--- config.mk ---
export PLATFORM = sky130hd
export DESIGN_NAME = nx_output_reporter
export DESIGN_NICKNAME = d
export VERILOG_FILES = /design/src/rtl/nx_output_reporter_pkg.sv /design/src/rtl/nx_output_reporter_slicer.sv /design/src/rtl/nx_output_reporter.sv
export SDC_FILE = /design/constraint.sdc
export NUM_CORES = 1
export LEC_CHECK = 0
export CAP_MARGIN = 25
export CORE_UTILIZATION = 35
export DETAILED_ROUTE_END_ITERATION = 6
export PLACE_DENSITY = 0.66
export SYNTH_ARGS = -nofsm -noshare
export SYNTH_HDL_FRONTEND = slang
export SYNTH_SLANG_ARGS = --single-unit
--- constraint.sdc ---
create_clock -name i_clk -period 5.1 [get_ports i_clk]
set_clock_uncertainty 0.05 [all_clocks]
set_input_delay 0.51 -clock i_clk [delete_from_list [all_inputs] [get_ports i_clk]]
set_output_delay 0.51 -clock i_clk [all_outputs]
set_load 0.01 [all_outputs]
--- src/rtl/nx_output_reporter_pkg.sv ---
// Shared constants and types for the output-reporting path.
package NXConstants;

  localparam int unsigned NX_OUTPUTS     = 32;
  localparam int unsigned NX_SLICE_WIDTH = 8;
  localparam int unsigned NX_CYCLE_WIDTH = 16;

  // Index width for a slice count, kept at least one bit wide.
  function automatic int unsigned index_width(input int unsigned n);
    return (n > 1) ? $clog2(n) : 1;
  endfunction

  localparam int unsigned NX_INDEX_WIDTH = index_width(NX_OUTPUTS / NX_SLICE_WIDTH);

  typedef enum logic [1:0] {
    IDLE,
    SCAN,
    SEND
  } reporter_state_t;

  // Report message layout at the default widths, as seen by the host link.
  typedef struct packed {
    logic [NX_CYCLE_WIDTH-1:0] cycle;
    logic [NX_INDEX_WIDTH-1:0] index;
    logic [NX_SLICE_WIDTH-1:0] data;
  } output_report_t;

endpackage

--- src/rtl/nx_output_reporter_slicer.sv ---
// Selects one slice of the snapshot and flags whether it differs from what was last reported.
module nx_report_slicer
  import NXConstants::*;
#(
  parameter int unsigned OUTPUTS     = NX_OUTPUTS,
  parameter int unsigned SLICE_WIDTH = NX_SLICE_WIDTH,
  localparam int unsigned NSLICES    = OUTPUTS / SLICE_WIDTH,
  localparam int unsigned IDX_W      = index_width(NSLICES)
) (
  input  logic [OUTPUTS-1:0]     i_snapshot,
  input  logic [OUTPUTS-1:0]     i_last_sent,
  input  logic [IDX_W-1:0]       i_index,
  output logic [SLICE_WIDTH-1:0] o_slice,
  output logic                   o_changed
);

  logic [SLICE_WIDTH-1:0] prev_slice;

  // Mux the indexed slice out of both vectors and compare them.
  always_comb begin
    o_slice    = '0;
    prev_slice = '0;
    for (int unsigned i = 0; i < NSLICES; i++) begin
      if (IDX_W'(i) == i_index) begin
        o_slice    = i_snapshot[i*SLICE_WIDTH +: SLICE_WIDTH];
        prev_slice = i_last_sent[i*SLICE_WIDTH +: SLICE_WIDTH];
      end
    end
    o_changed = (o_slice != prev_slice);
  end

endmodule

--- src/rtl/nx_output_reporter.sv ---
// Snapshots the aggregated outputs at end of mesh cycle and streams one
// report per slice that changed since the previous report.
module nx_output_reporter
  import NXConstants::*;
#(
  parameter int unsigned OUTPUTS     = NX_OUTPUTS,
  parameter int unsigned SLICE_WIDTH = NX_SLICE_WIDTH,
  parameter int unsigned CYCLE_WIDTH = NX_CYCLE_WIDTH,
  localparam int unsigned NSLICES    = OUTPUTS / SLICE_WIDTH,
  localparam int unsigned IDX_W      = index_width(NSLICES),
  localparam int unsigned REPORT_W   = CYCLE_WIDTH + IDX_W + SLICE_WIDTH
) (
  input  logic                i_clk,
  input  logic                i_rst,
  input  logic [OUTPUTS-1:0]  i_outputs,
  input  logic                i_trigger,
  input  logic                i_force_all,
  output logic [REPORT_W-1:0] o_report_data,
  output logic                o_report_valid,
  input  logic                i_report_ready,
  output logic                o_busy,
  output logic                o_overflow
);

  typedef struct packed {
    logic [CYCLE_WIDTH-1:0] cycle;
    logic [IDX_W-1:0]       index;
    logic [SLICE_WIDTH-1:0] data;
  } report_t;

  reporter_state_t        state_q, state_d;
  logic [IDX_W-1:0]       slice_q, slice_d;
  logic [CYCLE_WIDTH-1:0] cycle_q, cycle_d;
  logic [OUTPUTS-1:0]     snapshot_q, snapshot_d;
  logic [OUTPUTS-1:0]     last_sent_q, last_sent_d;
  report_t                report_q, report_d;
  logic                   force_q, force_d;
  logic                   first_q, first_d;
  logic                   pending_q, pending_d;
  logic                   overflow_q, overflow_d;

  logic [SLICE_WIDTH-1:0] slice_bits;
  logic                   slice_changed;
  logic                   last_slice;

  nx_report_slicer #(
    .OUTPUTS     (OUTPUTS),
    .SLICE_WIDTH (SLICE_WIDTH)
  ) u_slicer (
    .i_snapshot  (snapshot_q),
    .i_last_sent (last_sent_q),
    .i_index     (slice_q),
    .o_slice     (slice_bits),
    .o_changed   (slice_changed)
  );

  assign last_slice = (slice_q == IDX_W'(NSLICES - 1));

  // Next-state logic: snapshot start, per-slice scan, and report handshake.
  always_comb begin
    state_d     = state_q;
    slice_d     = slice_q;
    cycle_d     = cycle_q;
    snapshot_d  = snapshot_q;
    last_sent_d = last_sent_q;
    report_d    = report_q;
    force_d     = force_q;
    first_d     = first_q;
    pending_d   = pending_q;
    overflow_d  = overflow_q;

    case (state_q)
      IDLE: begin
        if (i_trigger || pending_q) begin
          snapshot_d = i_outputs;
          cycle_d    = cycle_q + 1'b1;
          first_d    = 1'b0;
          slice_d    = '0;
          state_d    = SCAN;
          // A deferred trigger runs first and never carries force; a fresh
          // trigger arriving alongside it is deferred in turn.
          if (pending_q) begin
            force_d   = first_q;
            pending_d = i_trigger;
          end else begin
            force_d   = i_force_all | first_q;
          end
        end
      end
      SCAN: begin
        if (force_q || slice_changed) begin
          report_d = '{cycle: cycle_q, index: slice_q, data: slice_bits};
          for (int unsigned i = 0; i < NSLICES; i++) begin
            if (IDX_W'(i) == slice_q) begin
              last_sent_d[i*SLICE_WIDTH +: SLICE_WIDTH] = slice_bits;
            end
          end
          state_d = SEND;
        end else if (last_slice) begin
          state_d = IDLE;
        end else begin
          slice_d = slice_q + 1'b1;
        end
      end
      SEND: begin
        if (i_report_ready) begin
          if (last_slice) begin
            state_d = IDLE;
          end else begin
            slice_d = slice_q + 1'b1;
            state_d = SCAN;
          end
        end
      end
      default: state_d = IDLE;
    endcase

    if (state_q != IDLE && i_trigger) begin
      if (pending_q) begin
        overflow_d = 1'b1;
      end else begin
        pending_d = 1'b1;
      end
    end
  end

  // State and datapath registers.
  always_ff @(posedge i_clk or posedge i_rst) begin
    if (i_rst) begin
      state_q     <= IDLE;
      slice_q     <= '0;
      cycle_q     <= '0;
      snapshot_q  <= '0;
      last_sent_q <= '0;
      report_q    <= '0;
      force_q     <= 1'b0;
      first_q     <= 1'b1;
      pending_q   <= 1'b0;
      overflow_q  <= 1'b0;
    end else begin
      state_q     <= state_d;
      slice_q     <= slice_d;
      cycle_q     <= cycle_d;
      snapshot_q  <= snapshot_d;
      last_sent_q <= last_sent_d;
      report_q    <= report_d;
      force_q     <= force_d;
      first_q     <= first_d;
      pending_q   <= pending_d;
      overflow_q  <= overflow_d;
    end
  end

  assign o_report_valid = (state_q == SEND);
  assign o_report_data  = report_q;
  assign o_busy         = (state_q != IDLE) || pending_q;
  assign o_overflow     = overflow_q;

endmodule

# Yosys cells after proc, flatten, opt, wreduce, memory -nomap -nowiden
# Cells that the tools add are included.
# word_totals
latch_bits,0
ramBits,0
romBits,0
mem_count,0
regBits,114
in_bits,37
out_inout_bits,29
wordCells,71
# classes
shifts,0
eq_ne,11
multipliers,0
addsub,2
div_mod_pow,0
order_cmp,0
bitwise,1
muxes,25
n_reduce_logical,17
# op_table
operator,n
two-way mux 8 bit,8
adder 16 x 1 -> 16 bit (second input constant),1
two-way mux 2 bit,8
AND reduction 3 bit,5
one-hot mux 2 bit (3 select lines),2
inequality test 8 bit,1
two-way mux 1 bit,7
AND reduction 2 bit,3
== test 2 bit (first input constant),2
== test 2 bit (second input constant),2
zero test 2 bit,2
inequality test 2 bit (second input constant),2
AND reduction 4 bit,1
logical OR 1 bit,3
inequality test 3 bit (second input constant),1
nonzero test 3 bit,1
adder 2 x 1 -> 2 bit (second input constant),1
== test 1 x 2 -> 1 bit (first input constant),1
== test 2 x 1 -> 1 bit (second input constant),1
inequality test 2 x 1 -> 1 bit (second input constant),1
nonzero test 2 bit,1
logical AND 1 bit,1
bitwise OR 1 bit,1

# Longest topological paths before layout
# Gate-level depths: netlist of run 1.
# logic_depth
depth_word,9
depth_mapped,13
mapped_depth_nobuf,10

# By module
# Synthesis of run 1 repeated with hierarchy kept, for this count alone.
# hier_totals
hier_cells,450
area_unflattened_um2,5054.8
# modules_own_cells
module,area_each_um2,seq_area_each_um2,cells_each,n_inst
nx_output_reporter,4538.1,2854.0,419,1
nx_report_slicer,516.7,0.0,31,1

# Least setup slack after synthesis of run 1
# Ideal clock, no wire load.
# synth_timing
path_type,register to register
from,register slice_q[0]
to,register last_sent_q[19]
path_stages_with_launch,14
period_less_slack_ns,2.867
t_required_ns,4.925
path_buffers,3
arrival_ns,2.693
setup_ns,0.125
slack_ns,2.233
path_cell_list,dfrtp_1 > inv_1 > ha_1 > buf_4 > nand2b_1 > buf_4 > o22ai_1 > a21oi_1 > xor2_1 > nor4_2 > a31oi_4 > buf_4 > nand2_2 > mux2_2
# synth_between
elab_chain_cells,8
word_cells_on_any_way,15
cone_classes,4 x eq/ne; 8 x mux; 3 x reduce/logical
# synth_rtl
element,line,source
start: declaration,nx_output_reporter.sv:32,"logic [IDX_W-1:0] slice_q, slice_d;"
start signal: assignment,nx_output_reporter.sv:142,slice_q <= slice_d;
zero test 2 bit,nx_output_reporter_slicer.sv:24,if (IDX_W'(i) == i_index) begin
two-way mux 8 bit (4 in series),nx_output_reporter_slicer.sv:24,
inequality test 8 bit,nx_output_reporter_slicer.sv:29,o_changed = (o_slice != prev_slice);
logical OR 1 bit,nx_output_reporter.sv:91,if (force_q || slice_changed) begin
AND reduction 3 bit (no line),-,
end signal: assignment,nx_output_reporter.sv:145,last_sent_q <= last_sent_d;
end: declaration,nx_output_reporter.sv:35,"logic [OUTPUTS-1:0] last_sent_q, last_sent_d;"
# Several ways; a longest one is shown, not always the timed one.
# A chain may end at the register's enable or synchronous reset.

# Final worst setup path of run 1
# layout_timing
from,register slice_q[1]
to,register last_sent_q[11]
# Same word-level chain as after synthesis.

==> results of run 1 <==
[cell families after synthesis]
logic type	count (synthesis)	synth area share (%)
AND/OR/NAND/NOR	152	13.76
flip-flops	114	56.46
multiplexers	59	13.14
AO/OA/AOI/OAI	57	7.847
buffers and inverters	27	2.574
XOR/XNOR	23	3.985
adder cells (fa/ha/maj)	9	2.228
[state kept, by name, indices dropped and copies added, names as in the netlist]
register       cells
last_sent_q       32
pending_q          1
o_overflow         1
o_report_data     26
snapshot_q        32
force_q            1
state_q            2
cycle_q           16
first_q            1
slice_q            2
[worst max-delay path: cells and delay by family, from the launching register on]
kind                       cells  cell delay, ns
and+or+nand+nor                3            1.16
AOI/OAI and AO/OA              3            0.99
adders and majority gates      1            0.46
DFF                            1            0.41
muxes                          1            0.38
buffers and inverters          2            0.36
xor gates and xnor gates       1            0.15
[layer usage]
layer / track usage (%) / vias up
met2: 27.33 / 61
met1: 20.25 / 1748
met3: 3.605 / 16
li1: - / 1650
met5: 0 / -
met4: 6.555 / 0
[Yosys cell counts (all sizes together) (2+ instances only)]
| cell | instances |
|---|---|
| dfrtp | 113 |
| o21ai | 5 |
| a221oi | 2 |
| nor4 | 2 |
| o22ai | 12 |
| nand4 | 5 |
| or3b | 2 |
| a22o | 3 |
| xor2 | 11 |
| nand3 | 5 |
| buf | 11 |
| a21oi | 17 |
| nand2 | 116 |
| a22oi | 13 |
| nand2b | 2 |
| mux2 | 59 |
| xnor2 | 12 |
| ha | 9 |
| a31oi | 2 |
| nor2 | 8 |
| inv | 9 |
| clkbuf | 7 |
| nor2b | 5 |
| and3 | 2 |
[stage by stage]
stage	hold slack [ns]	setup WS, ns
detailed placement	0.4102	1.079
floorplan	0.3891	1.526
global route	0.4431	0.7466
global placement	0.4100	0.8637
CTS	0.4208	1.041
finish	0.4228	1.002
[power by group through the flow]
stage          Sequential [mW]  Combinational (mW)  Clock [mW]
6_report                  1.50                1.67        1.27
5_1_grt                   1.54                1.83        1.32
4_1_cts                   1.50                1.69        1.28
3_5_place_dp              1.51                1.67           0
3_3_place_gp              1.51                1.59           0
2_1_floorplan             1.44                1.20           0
[cell type report]
class / instances / area [um2]
fillers: 1297 / 7456
clock inverters: 9 / 151.4
well taps: 180 / 225.2
clock buffers: 23 / 488.0
flip-flops and latches: 114 / 2854
multi-input cells: 300 / 2077
repair buffers: 69 / 700.7
inverters: 9 / 36.28
[worst max path at each step]
stage / startpoint / endpoint / cells past startpoint / slack, ns
2_1_floorplan: i_rst / cycle_q[0] / 1 / 1.53
3_3_place_gp: slice_q[1] / last_sent_q[0] / 10 / 0.86
3_5_place_dp: slice_q[1] / last_sent_q[11] / 11 / 1.08
4_1_cts: slice_q[1] / last_sent_q[11] / 11 / 1.04
5_1_grt: slice_q[1] / last_sent_q[11] / 11 / 0.75
6_report: slice_q[1] / last_sent_q[11] / 11 / 1.00
==> flow_metrics.tcl, run 1 <==
set metrics [dict create \
    outcome "complete, no violations" \
    syn_inst 441 \
    post_dp_cell_area_um2 5893 \
    synth_top_area_share_pct 55.94 \
    required_ns 5.33 \
    post_drt_wl_per_cell_um 16.04 \
    finalSetupViolCount 0 \
    relSlewSlack_pct 41.94 \
    tightest_slew_ns 0.8709 \
    wl_met1_um 5127 \
    drive_above_1_share_pct 19.47 \
    worst_setup_path_end_kind "register" \
    syn_area_um2 5055 \
    ios 66 \
    internal_power_mw 2.876 \
    gp_congestion 0.8282 \
    post-route-drc-count 0 \
    grt_antenna_before_repair 0 \
    cts_resized 0 \
    maxSlewViolCount 0 \
    fin_crit_ns 4.098 \
    p_comb_share_pct 37.7 \
    wl_um 11290 \
    crit_path_start_kind "register" \
    clk_pin_slew_ns 0.05 \
    hold_depth 1 \
    firstDrtPassIters 5 \
    start_util_pct 36.14 \
    hp-start "cycle_q[15]" \
    cts_buffer_depth 2 \
    die-height_um 122.2 \
    synth_top_cells_by_area "dfrtp_1, mux2_2, nand2_1, ha_1, xnor2_1" \
    synth_area_per_cell_um2 11.46 \
    leakagePower_nw 3.037 \
    tns_ns 0 \
    design_area_um2 6533 \
    die_x_um 122.2 \
    synth_area_leader_cell "dfrtp_1" \
    r2r_slack_ns 1.00 \
    routed-wl-met3_um 399 \
    antenna_cells 0 \
    cts_setup_buffers 0 \
    r2r-end "last_sent_q[11]" \
    cts_buffers 17 \
    area_growth_pct 29.23 \
    insertion_delay_ns 0.40 \
    dp_hpwl_um 7788 \
    synth-main-ff-cell "dfrtp_1" \
    vdd_ir_drop_max_v 0.0002479 \
    ff2ff_path_depth 11 \
    swShare_pct 35.15 \
    grt_remaining_overflow 0 \
    fin_crit_sh_pct 80.35 \
    worstReg2RegStart "slice_q[1]" \
    coreArea_um2 13990 \
    cts_max_level 4 \
    vias 3475 \
    cts_tree "done" \
    cp_slowest_cell "a21oi_1" \
    place_inst 672 \
    yosysWarnings 0 \
    hold_viol 0 \
    clockPowerShare_pct 28.5 \
    cts_root_buffer "clkbuf_16" \
    synth_seq_cells 114 \
    final_cells 704 \
    hp-class "register to register" \
    fmax_ghz 0.2440 \
    grt_start_max_net_pins 73 \
    rows 43 \
    crit_arrival_ns 4.33 \
    final_common_cell "nand2_1" \
    rsz0062_at_grt "false" \
    synth-edff-count 0 \
    critical_path.cell_chain "inv_1, ha_1, nor2b_4, a22oi_1, a21oi_1, xor2_1, nor4_2, a31oi_4, buf_16, nand2_1, mux2_2" \
    port_buffers 65 \
    powerDensity_nw_per_um2 678.9 \
    p_switching_mw 1.559 \
    path_max_fanout 21 \
    grt_pass1_vias 3630 \
    ys_types 43 \
    yosysSeqAreaShare_pct 56.46 \
    critical_path.max_stage_delay_ns 0.50 \
    grt_pass1_wl_um 18400 \
    final_cell_mix "nand2_1, dfrtp_1, clkdlybuf4s50_1" \
    ant_nets 0 \
    grtUsageTotal_pct 16.27 \
    clock-sinks 114 \
    syn-num-nets 487 \
    final_core_util_pct 46.70 \
    hold_end "cycle_q[15]" \
    p_seq_share_pct 33.7 \
    dr_wl_met2_um 5615 \
    die-area_um2 14930 \
    via_per_inst 4.936 \
    maxCapViolCount 0 \
    top_layer_used "met4" \
    async_reset_ff_share_pct 100.0 \
    critPathKind "register to register" \
    nets 557 \
    drt_iter0_drc 154 \
    cts_hold_buf 0 \
    power_mw 4.435 \
]
(Power assumes the default switching activity.)
==> run 2, diff against run 1 <==
==> constraint.sdc (replaced) <==
create_clock -name i_clk -period 4.25 [get_ports i_clk]
set_clock_uncertainty 0.05 [all_clocks]
set_input_delay 0.425 -clock i_clk [delete_from_list [all_inputs] [get_ports i_clk]]
set_output_delay 0.425 -clock i_clk [all_outputs]
set_load 0.01 [all_outputs]
==> run 2 against run 1 <==
  * Register-to-register slack worse by 0.54 ns
  * Sequential power grew 19%
  * Critical path depth down 2
  * Count of clock-buffer cells in the layout shrank 2
  * Core utilization shrank 0.71 points
  * Critical path type unchanged
  * Critical endpoint is now o_report_data[19]
==> flow_metrics.tcl, run 2 (synthesis results as in run 1) <==
set metrics [dict create \
    drt_iter0_drc 188 \
    wl_um 10940 \
    relSlewSlack_pct 48.95 \
    powerDensity_nw_per_um2 785.9 \
    path_max_fanout 18 \
    tns_ns 0 \
    maxSlewViolCount 0 \
    cts_setup_buffers 0 \
    grtUsageTotal_pct 16.24 \
    drive_above_1_share_pct 19.58 \
    rsz0062_at_grt "false" \
    crit_path_start_kind "register" \
    worstReg2RegStart "slice_q[0]" \
    die_x_um 122.2 \
    firstDrtPassIters 4 \
    holdWs_ns 0.4248 \
    worst_slack_ns 0.4614 \
    antenna_cells 0 \
    cts_buffers 17 \
    grtUsageMet1_pct 20.22 \
    maxCapViolCount 0 \
    cts_tree "done" \
    cp-startpoint "slice_q[0]" \
    fmax_ghz 0.2639 \
    swShare_pct 36.49 \
    final_core_util_pct 45.99 \
    cts_hold_buf 0 \
    grt_remaining_overflow 0 \
    hold_viol 0 \
    grt_antenna_before_repair 0 \
    vdd_ir_drop_max_v 0.0003576 \
    die-area_um2 14930 \
    clock-sinks 114 \
    ant_nets 0 \
    grt_pass1_vias 3681 \
    crit_arrival_ns 4.03 \
    p_switching_mw 1.845 \
    nets 560 \
    via_per_inst 4.972 \
    outcome "complete, no violations" \
    grt_use_met2_pct 26.34 \
    vias 3510 \
    grt_pass1_wl_um 18360 \
    clockPowerShare_pct 25.4 \
    clk_pin_slew_ns 0.05 \
    post-place-ws_ns 0.5387 \
    rows 43 \
    hp-start "cycle_q[15]" \
    met3_usage_pct 4.307 \
    p_comb_share_pct 39.2 \
    final_common_cell "nand2_1" \
    fin_crit_sh_pct 89.14 \
    grt_start_max_net_pins 64 \
    gp_congestion 0.8918 \
    hp-class "register to register" \
    post_drt_wl_per_cell_um 15.50 \
    area_growth_pct 27.28 \
    post-route-drc-count 0 \
    nFillCells 1278 \
    cts_buffer_depth 2 \
    cts_max_level 4 \
    insertion_delay_ns 0.41 \
    worst_setup_path_end_kind "register" \
    internal_power_mw 3.212 \
    dp_hpwl_um 7813 \
    power_mw 5.057 \
    port_buffers 65 \
    finalSetupViolCount 0 \
    critPathKind "register to register" \
    tightest_slew_ns 0.7658 \
    p_seq_share_pct 35.5 \
    cts_root_buffer "clkbuf_16" \
    leakagePower_nw 2.982 \
    die-height_um 122.2 \
    required_ns 4.49 \
    cts_resized 0 \
    ios 66 \
    grt_busiest_layer "met2" \
    fin_crit_ns 3.789 \
    coreArea_um2 13990 \
    start_util_pct 36.14 \
    final_cell_mix "nand2_1, dfrtp_1, clkdlybuf4s50_1" \
]
==> run 2: cell types whose count changed in the layout (fill, tap and decap cells not counted) <==
cell,change
clkinv_2,+1
clkbuf_1,+1
clkbuf_8,-3
clkinv_4,-1
clkinvlp_4,+4
bufinv_16,-3
buf_16,-1
buf_4,+4
==> run 2: worst paths after layout <==
check	to	slack (ns)	depth (start not counted)
worst max-delay path	o_report_data[19]	0.46	9
worst min-delay path	cycle_q[15]	0.42	1
worst max register to register	o_report_data[19]	0.46	9
worst min register to register	cycle_q[15]	0.42	1
max in group asynchronous	snapshot_q[20]	2.80	3
min in group asynchronous	o_report_data[20]	0.48	2
==> run 2: per-stage QoR <==
step / std cells / instance area, um2
5_1_grt: 706 / 6434
6_report: 706 / 6434
4_1_cts: 706 / 6434
2_1_floorplan: 441 / 5055
3_3_place_gp: 675 / 5896
3_5_place_dp: 675 / 5896
==> run 2: power by group through the flow <==
stage          clock [mW]  sequential [mW]  combinational, mW
2_1_floorplan           0             1.73               1.44
3_3_place_gp            0             1.80               1.93
3_5_place_dp            0             1.80               1.98
4_1_cts              1.30             1.79               2.00
5_1_grt              1.35             1.85               2.19
6_report             1.28             1.79               1.98
==> run 2: area by class of cell <==
cell class,count,area (um2),area share [%]
clock inverter,10,87.58,1.361
inverter,9,36.28,0.5640
sequential,114,2854,44.36
clock buffer,21,450.4,7.001
tap,180,225.2,3.501
multi-input combinational,300,2077,32.28
timing repair buffer,72,703.2,10.93
==> run 2: critical path, cell delays in order (launching register included) <==
cell and delay (ns):
dfrtp_1 0.41, ha_1 0.57, nand2b_1 0.48, o22ai_1 0.15
a21oi_1 0.50, xor2_1 0.32, nor4_4 0.09, a31oi_4 0.36
buf_4 0.34, mux2_2 0.37
==> run 2: layer usage <==
| layer | wire length (um) | share of wire, % |
|---|---|---|
| met1 | 4942 | 45 |
| met2 | 5414 | 49 |
| met3 | 401 | 3.7 |
| met4 | 182 | 1.7 |
| met5 | 0 | 0 |
==> run 3, diff against run 2 <==
--- a/config.mk
+++ b/config.mk
@@ -6,9 +6,9 @@
 export NUM_CORES = 1
 export LEC_CHECK = 0
 export CAP_MARGIN = 25
-export CORE_UTILIZATION = 35
+export CORE_UTILIZATION = 40
 export DETAILED_ROUTE_END_ITERATION = 6
-export PLACE_DENSITY = 0.66
+export PLACE_DENSITY = 0.72
 export SYNTH_ARGS = -nofsm -noshare
 export SYNTH_HDL_FRONTEND = slang
 export SYNTH_SLANG_ARGS = --single-unit
==> run 3 against run 2 <==
  * Clock power is 11% higher
  * Count of clock-buffer cells in the layout increased by 1
  * Core utilization grew 7.5 points
  * Routed wire length is 1.4% lower
  * Maximum frequency decreased by 1.8%
  * Total power rose by 3.1%
  * Die area is 12% lower
  * Critical path type unchanged
  * Critical endpoint is now last_sent_q[3]
  * Highest routed layer unchanged
==> flow_metrics.tcl, run 3 (synthesis results as in run 1) <==
set metrics [dict create \
    power_mw 5.214 \
    dp_hpwl_um 7471 \
    tightest_slew_ns 0.6644 \
    nets 562 \
    nFillCells 1035 \
    internal_power_mw 3.380 \
    swShare_pct 35.17 \
    insertion_delay_ns 0.41 \
    tns_ns 0 \
    worst_setup_path_end_kind "register" \
    hp-class "input pin to async pin" \
    grt_pass1_vias 3643 \
    leakagePower_nw 3.043 \
    p_switching_mw 1.834 \
    die_x_um 114.4 \
    cts_hold_buf 0 \
    finalSetupViolCount 0 \
    path_max_fanout 17 \
    grtUsageTotal_pct 18.38 \
    post-route-drc-count 0 \
    clock-sinks 114 \
    grt_remaining_overflow 0 \
    area_growth_pct 28.69 \
    cts_buffers 17 \
    drt_iter0_drc 159 \
    firstDrtPassIters 6 \
    post_drt_wl_per_cell_um 15.57 \
    wl_um 10790 \
    drive_above_1_share_pct 19.81 \
    p_seq_share_pct 34.2 \
    maxSlewViolCount 0 \
    clockPowerShare_pct 27.2 \
    powerDensity_nw_per_um2 801.5 \
    die-height_um 114.4 \
    clk_pin_slew_ns 0.05 \
    antenna_cells 0 \
    cts_buffer_depth 2 \
    die-area_um2 13090 \
    critPathKind "register to register" \
    required_ns 4.48 \
    ant_nets 0 \
    cts_max_level 4 \
    p_comb_share_pct 38.6 \
    cts_resized 0 \
    via_per_inst 5.053 \
    final_cell_mix "nand2_1, dfrtp_1, clkdlybuf4s50_1" \
    grt_start_max_net_pins 80 \
    relSlewSlack_pct 55.71 \
    rsz0062_at_grt "false" \
    ios 66 \
    cts_tree "done" \
    fmax_ghz 0.2593 \
    grt_antenna_before_repair 0 \
    vdd_ir_drop_max_v 0.0003489 \
    vias 3502 \
    grt_pass1_wl_um 18300 \
    rows 40 \
    crit_path_start_kind "register" \
    maxCapViolCount 0 \
    start_util_pct 41.56 \
    cts_root_buffer "clkbuf_16" \
    fin_crit_ns 3.857 \
    gp_congestion 0.8048 \
    crit_arrival_ns 4.09 \
    final_common_cell "nand2_1" \
    cts_setup_buffers 0 \
    fin_crit_sh_pct 90.75 \
    outcome "complete, no violations" \
    port_buffers 65 \
    hold_viol 0 \
    coreArea_um2 12160 \
]
==> run 3: through the flow <==
stage | std cells | hold WS, ns | util (%) | area (um2) | setup WS, ns
global route | 693 | 0.1855 | 53.49 | 6505 | 0.1153
CTS | 692 | 0.4192 | 53.26 | 6477 | 0.4331
global placement | 664 | 0.4084 | 48.42 | 5888 | 0.5527
detailed placement | 664 | 0.4131 | 48.42 | 5888 | 0.4739
finish | 693 | 0.1857 | 53.49 | 6505 | 0.3932
floorplan | 441 | 0.3891 | - | 5055 | 0.7609
==> run 3: final timing paths <==
kind                              from           endpoint  slack, ns  depth (start not counted)
max                         slice_q[1]     last_sent_q[3]       0.39                          9
min                              i_rst  o_report_data[16]       0.19                          2
max reg2reg                 slice_q[1]     last_sent_q[3]       0.39                          9
min reg2reg                cycle_q[15]        cycle_q[15]       0.42                          1
max in group asynchronous        i_rst    last_sent_q[11]       3.07                          4
min in group i_clk         cycle_q[15]        cycle_q[15]       0.42                          1
==> run 3: cell type report <==
cell class,count,area (um2),area share [%]
sequential,114,2854,43.87
inverter,9,36.28,0.5578
clock buffer,22,484.2,7.444
clock inverter,6,105.1,1.616
timing repair buffer,74,738.2,11.35
multi-input combinational,300,2077,31.93
tap,168,210.2,3.231
==> run 3: layer usage <==
layer  share of wire [%]  track usage (%)  wire length, um
met1                  45            23.58             4878
met2                  50            30.10             5424
met3                 3.4            4.659              370
met4                 1.0            6.840              113
met5                   0                0                0
==> run 3: power by group through the flow <==
stage          Sequential (mW)  Clock [mW]  Combinational (mW)
5_1_grt                   1.84        1.49                2.21
6_report                  1.78        1.42                2.01
3_5_place_dp              1.80           0                2.00
3_3_place_gp              1.78           0                1.95
2_1_floorplan             1.73           0                1.44
4_1_cts                   1.79        1.44                2.03
==> run 3: worst max-delay path, cell delays in order (launching register included) <==
cell and delay, ns:
dfrtp_1 0.42, ha_1 0.54, nand2b_1 0.44, o22ai_1 0.12, a21oi_1 0.44, xor2_1 0.28, nor4_4 0.09, a31oi_4 0.57
nand2_1 0.40, mux2_2 0.37
